### src/rtl/mem_copy_initiator.sv
// mem_copy_initiator
//   Byte-serial copy engine that drives a single-port synchronous byte RAM.
//   It copies Length bytes from SrcAddr to DstAddr, moving forward one byte at a time.
//   Each byte takes a read phase (RD), a capture phase (CAP) and a write phase (WR).
//   While Busy is high the engine owns the RAM port. Arbitration against other
//   masters happens outside this block.
//
//   Optional build macro: MEMCOPY_VERIFY_EN
//     When defined, each write is followed by a read-back (VRD) and a compare (VCMP).
//     A mismatch sets the sticky VerifyErr output.
//
// Ports
//   CLK, RST      clock and asynchronous active-high reset
//   Start         one-cycle request, sampled only while idle
//   SrcAddr       first source address, latched on an accepted Start
//   DstAddr       first destination address, latched on an accepted Start
//   Length        byte count, latched on an accepted Start (0 = no transfer)
//   Busy          high while a transfer is in progress
//   Done          one-cycle completion pulse
//   Count         bytes written so far in the current or last transfer
//   MemWE         RAM write enable
//   MemAddress    RAM address
//   MemDataOut    RAM write data
//   MemDataIn     RAM registered read data, valid the cycle after an address
//   VerifyErr     (MEMCOPY_VERIFY_EN only) sticky read-back mismatch flag
module mem_copy_initiator #(
  parameter int ADDR_W = 16,
  parameter int DATA_W = 8
) (
  input  logic              CLK,
  input  logic              RST,
  input  logic              Start,
  input  logic [ADDR_W-1:0] SrcAddr,
  input  logic [ADDR_W-1:0] DstAddr,
  input  logic [ADDR_W-1:0] Length,
  output logic              Busy,
  output logic              Done,
  output logic [ADDR_W-1:0] Count,
  output logic              MemWE,
  output logic [ADDR_W-1:0] MemAddress,
  output logic [DATA_W-1:0] MemDataOut,
  input  logic [DATA_W-1:0] MemDataIn
`ifdef MEMCOPY_VERIFY_EN
  ,
  output logic              VerifyErr
`endif
);

`ifdef MEMCOPY_VERIFY_EN
  typedef enum logic [2:0] {IDLE, RD, CAP, WR, FIN, VRD, VCMP} state_t;
`else
  typedef enum logic [2:0] {IDLE, RD, CAP, WR, FIN} state_t;
`endif

  state_t            state;
  logic [ADDR_W-1:0] src;
  logic [ADDR_W-1:0] dst;
  logic [ADDR_W-1:0] len;
  logic [DATA_W-1:0] byte_buf;

  logic [ADDR_W-1:0] src_nxt;
  logic [ADDR_W-1:0] dst_nxt;
  logic [ADDR_W-1:0] count_nxt;

  // Pointers wrap naturally at the top of the address space.
  assign src_nxt   = src + ADDR_W'(1);
  assign dst_nxt   = dst + ADDR_W'(1);
  assign count_nxt = Count + ADDR_W'(1);

  // The write data is the captured byte. byte_buf is a register, so this output is registered too.
  assign MemDataOut = byte_buf;

  always_ff @(posedge CLK or posedge RST) begin
    if (RST) begin
      state      <= IDLE;
      Busy       <= 1'b0;
      Done       <= 1'b0;
      MemWE      <= 1'b0;
      MemAddress <= '0;
      Count      <= '0;
      src        <= '0;
      dst        <= '0;
      len        <= '0;
      byte_buf   <= '0;
`ifdef MEMCOPY_VERIFY_EN
      VerifyErr  <= 1'b0;
`endif
    end else begin
      // Done and MemWE are pulses. They are only raised for the following state.
      Done  <= 1'b0;
      MemWE <= 1'b0;
      case (state)
        IDLE: begin
          if (Start) begin
            Count <= '0;
`ifdef MEMCOPY_VERIFY_EN
            VerifyErr <= 1'b0;
`endif
            if (Length != '0) begin
              src        <= SrcAddr;
              dst        <= DstAddr;
              len        <= Length;
              Busy       <= 1'b1;
              MemAddress <= SrcAddr;
              state      <= RD;
            end else begin
              // A zero-length request completes at once and never touches memory.
              Done  <= 1'b1;
              state <= FIN;
            end
          end
        end
        RD: begin
          // The RAM samples the source address at the end of this cycle.
          state <= CAP;
        end
        CAP: begin
          byte_buf   <= MemDataIn;
          MemAddress <= dst;
          MemWE      <= 1'b1;
          state      <= WR;
        end
`ifdef MEMCOPY_VERIFY_EN
        WR: begin
          // The address stays on dst so the just-written byte can be read back.
          state <= VRD;
        end
        VRD: begin
          state <= VCMP;
        end
        VCMP: begin
          if (MemDataIn != byte_buf) VerifyErr <= 1'b1;
          src   <= src_nxt;
          dst   <= dst_nxt;
          Count <= count_nxt;
          if (count_nxt == len) begin
            Busy  <= 1'b0;
            Done  <= 1'b1;
            state <= FIN;
          end else begin
            MemAddress <= src_nxt;
            state      <= RD;
          end
        end
`else
        WR: begin
          src   <= src_nxt;
          dst   <= dst_nxt;
          Count <= count_nxt;
          if (count_nxt == len) begin
            Busy  <= 1'b0;
            Done  <= 1'b1;
            state <= FIN;
          end else begin
            MemAddress <= src_nxt;
            state      <= RD;
          end
        end
`endif
        FIN: begin
          state <= IDLE;
        end
        default: begin
          state <= IDLE;
        end
      endcase
    end
  end

endmodule

### config.mk
export PLATFORM = sky130hd
export DESIGN_NAME = mem_copy_initiator
export DESIGN_NICKNAME = d
export VERILOG_FILES = /design/src/rtl/mem_copy_initiator.sv
export SDC_FILE = /design/constraint.sdc
export NUM_CORES = 1
export LEC_CHECK = 0
export ABC_AREA = 1
export CORE_ASPECT_RATIO = 0.8
export CORE_MARGIN = 4
export CORE_UTILIZATION = 25
export DETAILED_ROUTE_END_ITERATION = 12
export HOLD_SLACK_MARGIN = 0.08
export MAX_ROUTING_LAYER = met4
export PLACE_DENSITY_LB_ADDON = 0.08
export RECOVER_POWER = 25
export SLEW_MARGIN = 20
export SYNTH_ARGS = -nofsm -noshare
export SYNTH_HDL_FRONTEND = slang
export SYNTH_SLANG_ARGS = --single-unit
### constraint.sdc
create_clock -name CLK -period 2.9 [get_ports CLK]
set_input_delay 0.58 -clock CLK [delete_from_list [all_inputs] [get_ports CLK]]
set_output_delay 0.58 -clock CLK [all_outputs]
set_load 0.01 [all_outputs]
==> metrics.txt, run 1 <==
# TYPE chip_impl_metric gauge
chip_impl_metric{name="postLayoutCellArea",unit="mm^2"} 0.006977
chip_impl_metric{name="synthAdderAreaFrac",unit="%"} 0.7062
chip_impl_metric{name="clock-skew-final",unit="ns"} 0.009736
chip_impl_info{name="hold_path_class",value="register to register"} 1
chip_impl_metric{name="synth-xor-area-share",unit="%"} 0.4944
chip_impl_metric{name="floorplan.initialDensity",unit="%"} 25.53
chip_impl_metric{name="detailed_place.area",unit="mm^2"} 0.006681
chip_impl_metric{name="num-nets-final",unit=""} 897
chip_impl_metric{name="maxCapViolations",unit=""} 0
chip_impl_metric{name="synth_cells",unit=""} 733
chip_impl_metric{name="path_clk_slew",unit="ns"} 0.08
chip_impl_metric{name="tritoncts.num_buffers",unit=""} 9
chip_impl_metric{name="synthesis.area",unit="mm^2"} 0.005315
chip_impl_metric{name="cts-hold-fix-buffers",unit=""} 0
chip_impl_metric{name="drt_iter0_drc",unit=""} 432
chip_impl_metric{name="clk_path_buf_depth",unit=""} 2
chip_impl_metric{name="slew_headroom",unit="%"} 5.066
chip_impl_info{name="run_status",value="finished clean"} 1
chip_impl_metric{name="pin_count_of_the_biggest_net_entering_global_routing",unit=""} 95
chip_impl_metric{name="fp-row-count",unit=""} 47
chip_impl_metric{name="insertion_delay",unit="ns"} 0.35
chip_impl_metric{name="synth_compound_area_share",unit="%"} 12.10
chip_impl_metric{name="yosys.cell_types.count",unit=""} 37
chip_impl_metric{name="chipWidth",unit="um"} 171.0
chip_impl_metric{name="portBuffers",unit=""} 101
chip_impl_metric{name="pre_cts_slack",unit="ns"} 0.2058
chip_impl_metric{name="detailed_placement_wirelength_estimate",unit="mm"} 13.06
chip_impl_metric{name="final.period_utilization",unit="%"} 89.78
chip_impl_metric{name="postSynthRegisterBits",unit=""} 94
chip_impl_info{name="setup_repair_after_global_routing_missed_its_margin",value="false"} 1
chip_impl_info{name="worstHoldStart",value="MemAddress[13]$_DFFE_PP0P_"} 1
chip_impl_metric{name="static-leakage-power",unit="nW"} 3.096
chip_impl_metric{name="slew_limit_fails",unit=""} 0
chip_impl_metric{name="count_of_h_tree_levels_built_during_cts",unit=""} 3
chip_impl_metric{name="min_period",unit="ns"} 2.604
chip_impl_metric{name="synthSimpleGateAreaFrac",unit="%"} 34.42
chip_impl_metric{name="route.detailed.wl_per_inst",unit="um"} 16.01
chip_impl_metric{name="insertedDiodeCount",unit=""} 0
chip_impl_metric{name="post_route_cells_drive_above_1_share",unit="%"} 6.429
chip_impl_metric{name="finalHoldViolations",unit=""} 0
chip_impl_info{name="timing_worst_setup_path_type",value="register to register"} 1
chip_impl_info{name="cp-startpoint",value="Count[0]$_DFFE_PP0P_"} 1
chip_impl_info{name="r2r_start",value="Count[0]$_DFFE_PP0P_"} 1
chip_impl_metric{name="critPathArrivalTime",unit="ns"} 2.84
chip_impl_metric{name="viasPerCell",unit=""} 4.744
chip_impl_metric{name="grtUsageTotal",unit="%"} 15.65
chip_impl_metric{name="final_critical_path_setup_slack",unit="ns"} 0.2963
chip_impl_metric{name="antenna_found_initial",unit=""} 0
chip_impl_metric{name="yosys-mux-area-fraction",unit="%"} 0
chip_impl_info{name="layout_commonest_cell",value="nand2_1"} 1
chip_impl_info{name="worst_setup_path_end_kind",value="register"} 1
chip_impl_info{name="layout_common_cells",value="nand2_1 (231), clkdlybuf4s50_1 (100), dfrtp_1 (94), nand3_1 (92), inv_1 (80)"} 1
chip_impl_metric{name="detailedRoute.firstPassIterationCount",unit=""} 5
chip_impl_metric{name="clock-sinks",unit=""} 94
chip_impl_metric{name="required",unit="ns"} 3.14
chip_impl_metric{name="vdd.ir_drop.worst",unit="uV"} 409.3
chip_impl_metric{name="crit_path_max_fanout",unit=""} 17
chip_impl_metric{name="synth-warning-count",unit=""} 0
chip_impl_metric{name="overflow",unit=""} 0
chip_impl_metric{name="nFillCells",unit=""} 2266
chip_impl_metric{name="ioPinCount",unit=""} 102
chip_impl_info{name="cts_tree",value="yes"} 1
chip_impl_metric{name="synthToLayoutAreaGrowth",unit="%"} 31.26
chip_impl_metric{name="number_of_global_route_vias_before_repair",unit=""} 5279
chip_impl_info{name="clk_root_buffer_cell",value="clkbuf_16"} 1
chip_impl_info{name="setup.worst_path.start_class",value="register"} 1
chip_impl_metric{name="dr_total_vias",unit=""} 5261
chip_impl_metric{name="synth_seq_area_share",unit="%"} 44.26
chip_impl_metric{name="report.final.setup_viol",unit=""} 0
chip_impl_metric{name="post-synth-top-area-fraction",unit="%"} 44.26
chip_impl_metric{name="ff2ff_path_depth",unit=""} 12
chip_impl_metric{name="fmaxAchievable",unit="GHz"} 0.3841
chip_impl_metric{name="place.gp.congestion",unit=""} 0.8590
chip_impl_metric{name="totalNegativeSetupSlack",unit="ns"} 0
chip_impl_metric{name="total_power",unit="W"} 0.007278
chip_impl_metric{name="core-area",unit="mm^2"} 0.02082
chip_impl_metric{name="drc",unit=""} 0
chip_impl_metric{name="die_height",unit="um"} 138.4
chip_impl_metric{name="totalWireLength",unit="mm"} 17.75
chip_impl_metric{name="antenna_violating_nets_post_route",unit=""} 0
chip_impl_metric{name="worst-slew-pin-transition",unit="ns"} 1.424
chip_impl_metric{name="power_density",unit="mW/mm^2"} 1043
chip_impl_info{name="synth_top_cell_by_area",value="dfrtp_1"} 1
chip_impl_info{name="dominant_combinational_cell_family_by_area_after_synthesis",value="simple AND/OR/NAND/NOR gates"} 1
chip_impl_metric{name="syn_area_per_cell",unit="um^2"} 7.251
chip_impl_metric{name="grt_first_pass_wirelength",unit="mm"} 28.53
chip_impl_info{name="synth.area.top_cells",value="dfrtp_1 (44%), nand2_1 (16%), nand3_1 (8.7%)"} 1
chip_impl_metric{name="min_path_cells",unit=""} 2
chip_impl_metric{name="die-area",unit="mm^2"} 0.02367
chip_impl_metric{name="synth_nets",unit=""} 795
## worst max-delay path, cell delays in order (launching register included)
cell and delay [ns]:
dfrtp_1 0.47, ha_1 0.24, nand3_1 0.16, nor2_2 0.31, nand4_1 0.18, nand3_1 0.13, nand2_1 0.12, nor2_1 0.10
nand2_1 0.08, nor2_2 0.13, nand3_4 0.25, nand2_8 0.23, inv_1 0.07
## report_power, final
part,leakage (nW),internal [W],switching [W]
Sequential,1.17,0.00192,0.000542
Clock,0.136,0.000677,0.000571
Combinational,1.79,0.00145,0.00212
Total,3.10,0.00405,0.00323
## cells in the mapped netlist, drive strengths merged
cell type    n
a221oi       2
nand3       94
o221a        1
dfrtp       94
o311ai       1
o22ai        8
a31oi        3
o211a        1
buf          8
xnor2        1
o31ai        1
nor3         2
nand2      235
or2          4
inv         86
xor2         2
clkinv       1
a21oi        7
nand4       17
clkbuf      14
ha           3
o221ai      19
nor2        68
nor3b        1
o211ai       7
o21ai       53
## worst paths after layout
path	endpoint	slack [ns]
setup / recovery	state[0]$_DFFE_PP0N_	0.30
hold / removal	MemAddress[13]$_DFFE_PP0P_	0.47
setup reg to reg	state[0]$_DFFE_PP0N_	0.30
hold reg to reg	MemAddress[13]$_DFFE_PP0P_	0.47
max in group asynchronous	Count[2]$_DFFE_PP0P_	0.78
min in group asynchronous	Count[12]$_DFFE_PP0P_	1.22
## flip-flops by register name, summed over array words and instances, names as in the netlist
| name | cells |
|---|---|
| src | 16 |
| MemAddress | 16 |
| Busy | 1 |
| state | 3 |
| len | 16 |
| Done | 1 |
| MemDataOut | 8 |
| MemWE | 1 |
| dst | 16 |
| Count | 16 |
## layer usage
metal / global-route usage (%) / wire, um
met1: 22.38 / 9045
met2: 22.62 / 7595
met3: 3.339 / 857
met4: 3.877 / 254
met5: - / 0
## timing repair
action | CTS | global route
resized for setup | 0 | 1
setup endpoints to repair | 0 | 11
setup buffers | 0 | 0
## cells by family after synthesis
family,count (synthesis)
buf+inv,109
flops,94
xor+xnor,3
simple gates,421
fa+ha+maj,3
compound gates,103
## cell type report
type	count	area, um^2	share of cell area [%]
clock buffers	10	229.0	3.282
clock inverters	6	70.07	1.004
inverters	87	330.3	4.735
multi-input cells	530	2545	36.48
flip-flops and latches	94	2352	33.72
well taps	269	336.6	4.824
repair buffers	113	1114	15.96
## per-stage QoR
| step | util, % | std cells | hold slack, ns |
|---|---|---|---|
| 2_1_floorplan | - | 733 | 0.4708 |
| 3_3_place_gp | 32.10 | 1093 | 0.4555 |
| 3_5_place_dp | 32.10 | 1093 | 0.4609 |
| 4_1_cts | 33.53 | 1109 | 0.4814 |
| 5_1_grt | 33.51 | 1109 | 0.4896 |
| 6_report | 33.51 | 1109 | 0.4731 |
Power figures use the tool's default switching activity.
==> run 2, diff against run 1 <==
--- a/config.mk
+++ b/config.mk
@@ -9,6 +9,7 @@
 export CORE_ASPECT_RATIO = 0.8
 export CORE_MARGIN = 4
 export CORE_UTILIZATION = 25
+export CTS_CLUSTER_DIAMETER = 30
 export DETAILED_ROUTE_END_ITERATION = 12
 export HOLD_SLACK_MARGIN = 0.08
 export MAX_ROUTING_LAYER = met4
==> results of run 2 <==
No change in the layout: final DEF, timing and power equal those of run 1.
==> run 3, diff against run 2 <==
--- a/config.mk
+++ b/config.mk
@@ -6,9 +6,10 @@
 export NUM_CORES = 1
 export LEC_CHECK = 0
 export ABC_AREA = 1
+export CAP_MARGIN = 0
 export CORE_ASPECT_RATIO = 0.8
 export CORE_MARGIN = 4
-export CORE_UTILIZATION = 25
+export CORE_UTILIZATION = 50
 export CTS_CLUSTER_DIAMETER = 30
 export DETAILED_ROUTE_END_ITERATION = 12
 export HOLD_SLACK_MARGIN = 0.08
==> constraint.sdc (replaced) <==
create_clock -name CLK -period 2.68 [get_ports CLK]
set_input_delay 0.536 -clock CLK [delete_from_list [all_inputs] [get_ports CLK]]
set_output_delay 0.536 -clock CLK [all_outputs]
set_load 0.01 [all_outputs]
==> metrics.txt, run 3 (synthesis results as in run 1) <==
# TYPE chip_impl_metric gauge
chip_impl_metric{name="worst-slew-pin-transition",unit="ns"} 1.069
chip_impl_metric{name="ioPinCount",unit=""} 102
chip_impl_metric{name="tritoncts.num_buffers",unit=""} 9
chip_impl_metric{name="detailed_placement_wirelength_estimate",unit="mm"} 11.77
chip_impl_info{name="setup_repair_after_global_routing_missed_its_margin",value="false"} 1
chip_impl_metric{name="count_of_h_tree_levels_built_during_cts",unit=""} 3
chip_impl_info{name="setup.worst_path.start_class",value="register"} 1
chip_impl_info{name="cp-startpoint",value="Count[1]$_DFFE_PP0P_"} 1
chip_impl_metric{name="clock-sinks",unit=""} 94
chip_impl_metric{name="die_height",unit="um"} 100.2
chip_impl_info{name="worstHoldStart",value="MemAddress[3]$_DFFE_PP0P_"} 1
chip_impl_metric{name="slew_headroom",unit="%"} 28.37
chip_impl_metric{name="totalNegativeSetupSlack",unit="ns"} 0
chip_impl_metric{name="dp.cells",unit=""} 966
chip_impl_info{name="hold_path_class",value="register to register"} 1
chip_impl_info{name="worstPathCellList",value="ha_1 > nand3_1 > nor2_4 > nand2_1 > nand3_1 > nand2_1 > nor2_1 > nand3_1 > nor2_4 > nand3_4 > nand2_8 > nand2_1 > nand2_1"} 1
chip_impl_info{name="layout_commonest_cell",value="nand2_1"} 1
chip_impl_metric{name="vdd.ir_drop.worst",unit="uV"} 520.1
chip_impl_metric{name="core-area",unit="mm^2"} 0.01032
chip_impl_metric{name="number_of_global_route_vias_before_repair",unit=""} 5561
chip_impl_metric{name="clock-skew-final",unit="ns"} 0.006009
chip_impl_metric{name="pin_count_of_the_biggest_net_entering_global_routing",unit=""} 41
chip_impl_metric{name="static-leakage-power",unit="nW"} 3.121
chip_impl_info{name="run_status",value="finished clean"} 1
chip_impl_metric{name="synthToLayoutAreaGrowth",unit="%"} 28.98
chip_impl_metric{name="cts-hold-fix-buffers",unit=""} 0
chip_impl_metric{name="maxCapViolations",unit=""} 0
chip_impl_metric{name="final.period_utilization",unit="%"} 92.37
chip_impl_metric{name="detailedRoute.firstPassIterationCount",unit=""} 5
chip_impl_metric{name="overflow",unit=""} 0
chip_impl_metric{name="fp-row-count",unit=""} 33
chip_impl_info{name="r2r_start",value="Count[1]$_DFFE_PP0P_"} 1
chip_impl_metric{name="totalWireLength",unit="mm"} 16.17
chip_impl_metric{name="seq_cell_area",unit="mm^2"} 0.002354
chip_impl_info{name="cts_tree",value="yes"} 1
chip_impl_metric{name="required",unit="ns"} 2.96
chip_impl_metric{name="grtUsageTotal",unit="%"} 27.48
chip_impl_metric{name="chipWidth",unit="um"} 123.3
chip_impl_metric{name="path_clk_slew",unit="ns"} 0.06
chip_impl_info{name="cpMaxStageDelayCell",value="dfrtp_1"} 1
chip_impl_metric{name="antenna_found_initial",unit=""} 0
chip_impl_metric{name="portBuffers",unit=""} 101
chip_impl_metric{name="nFillCells",unit=""} 931
chip_impl_metric{name="drt_iter0_drc",unit=""} 460
chip_impl_metric{name="clk_path_buf_depth",unit=""} 2
chip_impl_metric{name="grt_first_pass_wirelength",unit="mm"} 26.04
chip_impl_metric{name="place.gp.congestion",unit=""} 0.9534
chip_impl_metric{name="crit_path_max_fanout",unit=""} 17
chip_impl_metric{name="drc",unit=""} 0
chip_impl_metric{name="multi_input_comb_area",unit="mm^2"} 0.002570
chip_impl_metric{name="die-area",unit="mm^2"} 0.01235
chip_impl_metric{name="floorplan.initialDensity",unit="%"} 51.49
chip_impl_metric{name="finalHoldViolations",unit=""} 0
chip_impl_metric{name="num-nets-final",unit=""} 902
chip_impl_metric{name="route.detailed.wl_per_inst",unit="um"} 16.44
chip_impl_metric{name="worstPathBufferInverterCount",unit=""} 0
chip_impl_metric{name="insertion_delay",unit="ns"} 0.34
chip_impl_metric{name="slew_limit_fails",unit=""} 0
chip_impl_metric{name="postLayoutCellArea",unit="mm^2"} 0.006855
chip_impl_metric{name="critPathArrivalTime",unit="ns"} 2.76
chip_impl_metric{name="min_period",unit="ns"} 2.475
chip_impl_info{name="layout_common_cells",value="nand2_1 (231), clkdlybuf4s50_1 (100), dfrtp_1 (93), nand3_1 (92), inv_1 (80)"} 1
chip_impl_metric{name="antenna_violating_nets_post_route",unit=""} 0
chip_impl_metric{name="post-route-util",unit="%"} 66.41
chip_impl_info{name="cp_common_cell",value="nand2_1"} 1
chip_impl_metric{name="power_density",unit="mW/mm^2"} 1139
chip_impl_metric{name="dr_total_vias",unit=""} 5599
chip_impl_metric{name="report.final.setup_viol",unit=""} 0
chip_impl_metric{name="insertedDiodeCount",unit=""} 0
chip_impl_metric{name="fmaxAchievable",unit="GHz"} 0.4040
chip_impl_metric{name="viasPerCell",unit=""} 5.690
chip_impl_info{name="clk_root_buffer_cell",value="clkbuf_16"} 1
chip_impl_metric{name="critical-path-max-stage-delay",unit="ns"} 0.44
chip_impl_info{name="timing_worst_setup_path_type",value="register to register"} 1
chip_impl_metric{name="detailed_place.area",unit="mm^2"} 0.006535
chip_impl_info{name="critical-path-top-delay-family",value="simple AND/OR/NAND/NOR gates"} 1
chip_impl_info{name="worst_setup_path_end_kind",value="register"} 1
chip_impl_metric{name="instances_no_fill",unit=""} 984
chip_impl_metric{name="post_route_cells_drive_above_1_share",unit="%"} 6.991
[run 3: worst paths after layout]
kind | slack (ns) | end | cells past startpoint
worst max register to register | 0.20 | MemAddress[14]$_DFFE_PP0P_ | 13
max in group asynchronous | 0.59 | src[3]$_DFFE_PP0P_ | 3
min in group asynchronous | 0.84 | dst[12]$_DFFE_PP0P_ | 2
worst max-delay path | 0.20 | MemAddress[14]$_DFFE_PP0P_ | 13
worst min-delay path | 0.47 | MemAddress[3]$_DFFE_PP0P_ | 2
worst min register to register | 0.47 | MemAddress[3]$_DFFE_PP0P_ | 2
[run 3: area by class of cell]
| cell class | instances | area share [%] |
|---|---|---|
| clock inverters | 4 | 0.6936 |
| flip-flops and latches | 94 | 34.33 |
| multi-input cells | 531 | 37.49 |
| repair buffers | 117 | 16.61 |
| well taps | 140 | 2.555 |
| clock buffers | 11 | 3.541 |
| inverters | 87 | 4.782 |
[run 3: routing by layer]
metal / wire, um / global-route usage [%]
met4: 376 / 11.40
met3: 1386 / 5.803
met5: 0 / -
met1: 7109 / 36.79
met2: 7302 / 40.73
[run 3: timing repair]
action	in CTS	in global routing
setup endpoints to repair	0	17
buffers inserted	0	2
resized for setup	0	5
hold endpoints to repair	0	0
[run 3: where the power goes]
group | switching (W) | internal (W) | leakage [nW] | total, W
registers | 0.000581 | 0.00209 | 1.17 | 0.00267
clock network | 0.000537 | 0.000741 | 0.141 | 0.00128
logic | 0.00231 | 0.00156 | 1.81 | 0.00386
[run 3: worst reg2reg max path, cell delays in order (launching register included)]
cell	delay (ns)
dfrtp_1	0.44
ha_1	0.25
nand3_1	0.20
nor2_4	0.24
nand2_1	0.10
nand3_1	0.12
nand2_1	0.07
nor2_1	0.11
nand3_1	0.15
nor2_4	0.20
nand3_4	0.21
nand2_8	0.20
nand2_1	0.07
nand2_1	0.07
[run 3: per-stage QoR]
stage / setup slack [ns] / hold slack, ns / power (W)
5_1_grt: 0.001662 / 0.4954 / 0.008415
3_5_place_dp: 0.1192 / 0.4599 / 0.006442
6_report: 0.2046 / 0.4703 / 0.007810
2_1_floorplan: 0.6410 / 0.4708 / 0.004962
3_3_place_gp: 0.1795 / 0.4517 / 0.006284
4_1_cts: 0.1267 / 0.4777 / 0.007764
==> patch 1: new RTL, settings of run 2 <==
Add a define of `MEMCOPY_VERIFY_EN`.
--- a/src/rtl/mem_copy_initiator.sv
+++ b/src/rtl/mem_copy_initiator.sv
@@ -25,2 +25,4 @@
 //   VerifyErr     (MEMCOPY_VERIFY_EN only) sticky read-back mismatch flag
+`define MEMCOPY_VERIFY_EN
+
 module mem_copy_initiator #(
Function (old outputs only; new: VerifyErr): changed (Yosys sat finds a counterexample within 10 cycles, from zero or initial values and one cycle with RST high).
==> patch 1 against run 2 <==
  * Wire length grew 9.6%
  * Largest power group unchanged
  * Highest routed layer unchanged
  * Synthesized cell count increased by 5.3%
  * Critical endpoint is now MemAddress[7]$_DFFE_PP0P_
  * Worst setup slack gained 0.064 ns
  * Final area rose by 7.0%
  * Count of clock-buffer cells in the layout rose by 1
  * Synthesized area rose by 5.7%
  * Sequential cell count grew 1
  * Power decreased by 0.73%
==> patch 1: results (changes against run 2) <==
* Multi-input logic area at 0.00282 sq mm (+11%)
* Worst-case clock skew at 0.00906 ns (-0.000671 ns)
* Gpl congestion at 0.809 (-5.8%)
* Sequential fraction of the synthesis area at 42.3% (-1.9 points)
* Vias in the first global route at 5266 (-0.25%)
* Finished Core Util at 34.2% (+0.64 points)
* Non-Clock Buffer Area Fraction at 16.7% (+0.76 points)
* Syn Area/Cell at 7.28 sq um (+0.36%)
* Synth area leaders: dfrtp_1, nand2_1, nand3_1
* Slew headroom at 19.9% (+15 points)
* Nets at 952 (+6.1%)
* Crit-path max FO at 10 (-7)
* Peak supply drop at 0.506 mV (+24%)
* Flip-flop and latch count at 95 (+1.1%)
* First-pass GRT wire length at 30100 um (+5.4%)
* Seq pwr at 0.00243 W (-2%)
* CLK BUF at 11 (+1)
* # fillers at 2353 (+3.8%)
* Routed wl met2 at 7620 um (+0.28%)
* Synth top cells by count: nand2_1, dfrtp_1, inv_1, nand3_1, nor2_1
* Sw Ratio at 42.0% (-2.4 points)
* #MultiIn Comb at 572 (+7.9%)
* M1 WL at 10500 um (+16%)
* Via Count at 5526 (+5.0%)
* Buffers, non-clock at 131 (+16%)
* Dpl ws at 0.206 ns (+0.000594 ns)
* Critical path data arrival time at 2.79 ns (-0.05 ns)
* Fin cells at 1195 (+7.8%)
* Pwr dens at 968 mW/mm^2 (-7.2%)
* DR WL met3 at 1210 um (+41%)
* Layout cell share with drive strength beyond 1 at 7.60% (+1.2 points)
* Worst reg2reg path startpoint: Count[1]$_DFFE_PP0P_
* Leak Pwr at 3.40 nW (+9.8%)
* Final clock-cell share at 4.54% (+0.25 points)
* Syn_nets at 834 (+4.9%)
* Reg2reg path depth at 15 (+3)
* Final WL at 19500 um (+9.6%)
* Outcome: finished clean
* Distinct cell type count of the synthesized netlist at 44 (+19%)
* Final period util at 87.6% (-2.2 points)
* CTS Buf Count at 9 (unchanged)
* Post-DP HPWL at 14600 um (+12%)
* Non-clk invs at 81 (-6.9%)
* Comb pwr at 0.00339 W (-5%)
* Seq area share at 31.8% (-1.9 points)
[patch 1: cell count changes after synthesis, sizes merged, moves of 5 or more]
cell / delta
o21ai: +5
nor4: +8
inv: -6
nand3b: +5
o211ai: +8
a22oi: +5
o221ai: -16
a21oi: +8
nand2: +9
nand3: -11
[patch 1: worst min-delay path by stage]
stage	from	depth (start not counted)	end	slack [ns]
floorplan	len[2]$_DFFE_PP0P_	2	len[2]$_DFFE_PP0P_	0.46
global placement	MemAddress[3]$_DFFE_PP0P_	2	MemAddress[3]$_DFFE_PP0P_	0.47
detailed placement	MemAddress[4]$_DFFE_PP0P_	2	MemAddress[4]$_DFFE_PP0P_	0.46
CTS	MemAddress[4]$_DFFE_PP0P_	2	MemAddress[4]$_DFFE_PP0P_	0.48
global route	MemAddress[4]$_DFFE_PP0P_	2	MemAddress[4]$_DFFE_PP0P_	0.49
finish	MemAddress[4]$_DFFE_PP0P_	2	MemAddress[4]$_DFFE_PP0P_	0.48
[patch 1: worst max-delay path: stages, from the launching register on]
cell and delay, ns:
dfrtp_1 0.43, ha_1 0.22, nand2_1 0.13, nor2_4 0.26
nand3_1 0.14, nand3b_1 0.11, nand2_1 0.11, inv_1 0.07
nand2_1 0.05, nor2_1 0.08, nand2_1 0.05, nor2_1 0.12
nand3_2 0.24, buf_4 0.27, nand3_1 0.09, nand2_1 0.05
[patch 1: cell families after synthesis]
| family | synth area share (%) |
|---|---|
| AO/OA/AOI/OAI | 12.5 |
| XOR/XNOR | 2.52 |
| adder cells (fa/ha/maj) | 0.668 |
| buffers and inverters | 7.46 |
| flip-flops | 42.3 |
| AND/OR/NAND/NOR | 34.5 |
[patch 1: layer usage]
layer	GRT usage, %	up-vias
li1	-	2788
met5	-	-
met3	4.41	8
met4	2.26	0
met1	23.8	2551
met2	21.7	179
==> patch 2: new RTL, settings of run 2 <==
Without the edit above. Re-encode `state_t` (5 states) as one-hot, 5 bits wide.
--- a/src/rtl/mem_copy_initiator.sv
+++ b/src/rtl/mem_copy_initiator.sv
@@ -51,3 +51,3 @@
 `else
-  typedef enum logic [2:0] {IDLE, RD, CAP, WR, FIN} state_t;
+  typedef enum logic [4:0] {IDLE = 5'b00001, RD = 5'b00010, CAP = 5'b00100, WR = 5'b01000, FIN = 5'b10000} state_t;
 `endif
Check against the original RTL: no difference found for any inputs over 10 cycles, from zero or initial values and one cycle with RST high; not proved beyond that.
==> patch 2 against run 2 <==
  * Power fell by 5.5%
  * Sequential cell count up 2
  * Count of clock-buffer cells in the layout is 1 lower
  * Critical path depth is 4 higher
  * Global-route usage up 0.071 points
  * Worst setup slack improved by 0.037 ns
  * Synthesized area grew 2.0%
  * Non-clock buffer count increased by 13
  * Wire length rose by 3.0%
  * Final area rose by 4.4%
  * Critical path type unchanged
==> patch 2: results (changes against run 2) <==
* Outcome: finished clean
* Final hold slack at 0.477 ns (+0.00418 ns)
* # fillers at 2212 (-2.4%)
* Clk slew on worst S/H paths at about 0.070 ns
* Initial antenna violation count at 1 (+1)
* Slowest cell on crit path: dfrtp_1
* Layout cell share with drive strength beyond 1 at 7.08% (+0.66 points)
* Hold depth at 2 (unchanged)
* Min-Delay Startpoint: MemAddress[8]$_DFFE_PP0P_
* Via Count at 5435 (+3.3%)
* CP top delay family: simple AND/OR/NAND/NOR gates
* Clk buf depth at 2 (unchanged)
* YS warnings at 0 (unchanged)
* Hold Path End: MemAddress[8]$_DFFE_PP0P_
* Root buf cell: clkbuf_16
* Gr usage total at 15.7% (+0.071 points)
* Initial DRC Count at 346 (-20%)
* Worst reg2reg path startpoint: Count[1]$_DFFE_PP0P_
* Sequential fraction of the synthesis area at 44.3% (+0.058 points)
* First-pass GRT wire length at 29400 um (+3.2%)
* Crit-path max FO at 17 (unchanged)
* Distinct cell type count of the synthesized netlist at 39 (+5.4%)
* Worst-case clock skew at 0.00633 ns (-0.00341 ns)
* Vias in the first global route at 5306 (+0.51%)
* Hold Path Class: reg -> reg
* Post-DP HPWL at 13700 um (+4.6%)
* Synth area leaders: dfrtp_1, nand2_1, nand3_1
* Reg2reg path depth at 16 (+4)
* Worst R2R End: MemAddress[10]$_DFFE_PP0P_
* Critical path data arrival time at 2.86 ns (+0.02 ns)
* H-tree level count at 3 (unchanged)
* Delay of the slowest critical-path stage at 0.46 ns
* Clock latency on the worst-skew pair at 0.35 ns (about the same)
* Layout Area Growth over Synthesis at 34.2%
* Syn_nets at 803 (+1.0%)
* WL/cell at 16.2 um (+1.0%)
* Drt pass-1 iters at 5 (unchanged)
* Number of synthesized flops with an enable pin at 0 (unchanged)
* Slew at the pin closest to its max-slew limit at 1.19 ns (-0.235 ns)
* Peak supply drop at 0.380 mV (-7.1%)
* Largest net degree at the start of global routing at 44 (-54%)
* Post-synthesis async set-or-reset flop share at 100% (unchanged)
* Gpl congestion at 0.808 (-6.0%)
* Port Buf Inserts at 101 (unchanged)
* Synth top cells by count: nand2_1, dfrtp_1, nand3_1
* Nets at 918 (+2.3%)
* CTS Buf Count at 9 (unchanged)
* Leak Pwr at 3.28 nW (+5.9%)
* Worst reg2reg setup slack at 0.33 ns (+0.04 ns)
==> patch 2: area by class of cell <==
type                    count  area share [%]
clock inverters             7            1.96
well taps                 269            4.62
flip-flops and latches     96            33.0
multi-input cells         537            35.8
clock buffers               9            3.09
diodes                      1          0.0344
repair buffers            126            17.0
inverters                  86            4.45
==> patch 2: worst min-delay path: stages, from the launching register on <==
cell and delay (ns):
dfrtp_1 0.34, nand2_1 0.06, nand2_1 0.05
==> patch 2: cells by family after synthesis <==
family,count (synthesis),share of synthesized area (%)
compound gates,106,12.1
xor+xnor,6,0.969
fa+ha+maj,3,0.692
buf+inv,108,7.84
flops,96,44.3
simple gates,422,34.0
==> patch 2: what timing repair did <==
item                                    4_1_cts  5_1_grt
gates resized for setup                       0        1
endpoints found under the setup margin        0       16
setup buffers                                 0        2
==> patch 2: through the flow <==
stage / cells / total power [W] / utilization (%) / area, sq um / setup WS, ns
after CTS: 1128 / 0.00696 / 34.7 / 7290 / 0.290
after global placement: 1112 / 0.00536 / 33.0 / 6920 / 0.133
after floorplan: 741 / 0.00407 / - / 5430 / 0.753
after detailed placement: 1112 / 0.00542 / 33.0 / 6920 / 0.118
after global routing: 1131 / 0.00746 / 34.7 / 7280 / 0.00820
final: 1131 / 0.00688 / 34.7 / 7280 / 0.334
==> patch 2: worst max-delay path by stage <==
stage / start / end / depth (start not counted)
final: Count[1]$_DFFE_PP0P_ / MemAddress[10]$_DFFE_PP0P_ / 16
after global routing: Count[1]$_DFFE_PP0P_ / MemAddress[12]$_DFFE_PP0P_ / 15
after floorplan: Length[1] / MemAddress[0]$_DFFE_PP0P_ / 8
after global placement: Length[1] / MemAddress[13]$_DFFE_PP0P_ / 10
after detailed placement: Length[1] / MemAddress[2]$_DFFE_PP0P_ / 10
after CTS: Count[1]$_DFFE_PP0P_ / MemAddress[12]$_DFFE_PP0P_ / 15
==> patch 2: routing by layer <==
metal	global-route usage, %	wire, um
met4	3.53	174
met2	23.2	7880
met3	3.28	867
met1	22.3	9370
met5	-	0
==> patch 2: power breakdown <==
part	leakage [nW]	internal (W)	switching [W]
Clock	0.180	0.000934	0.000563
Sequential	1.19	0.00189	0.000411
Combinational	1.91	0.00130	0.00177
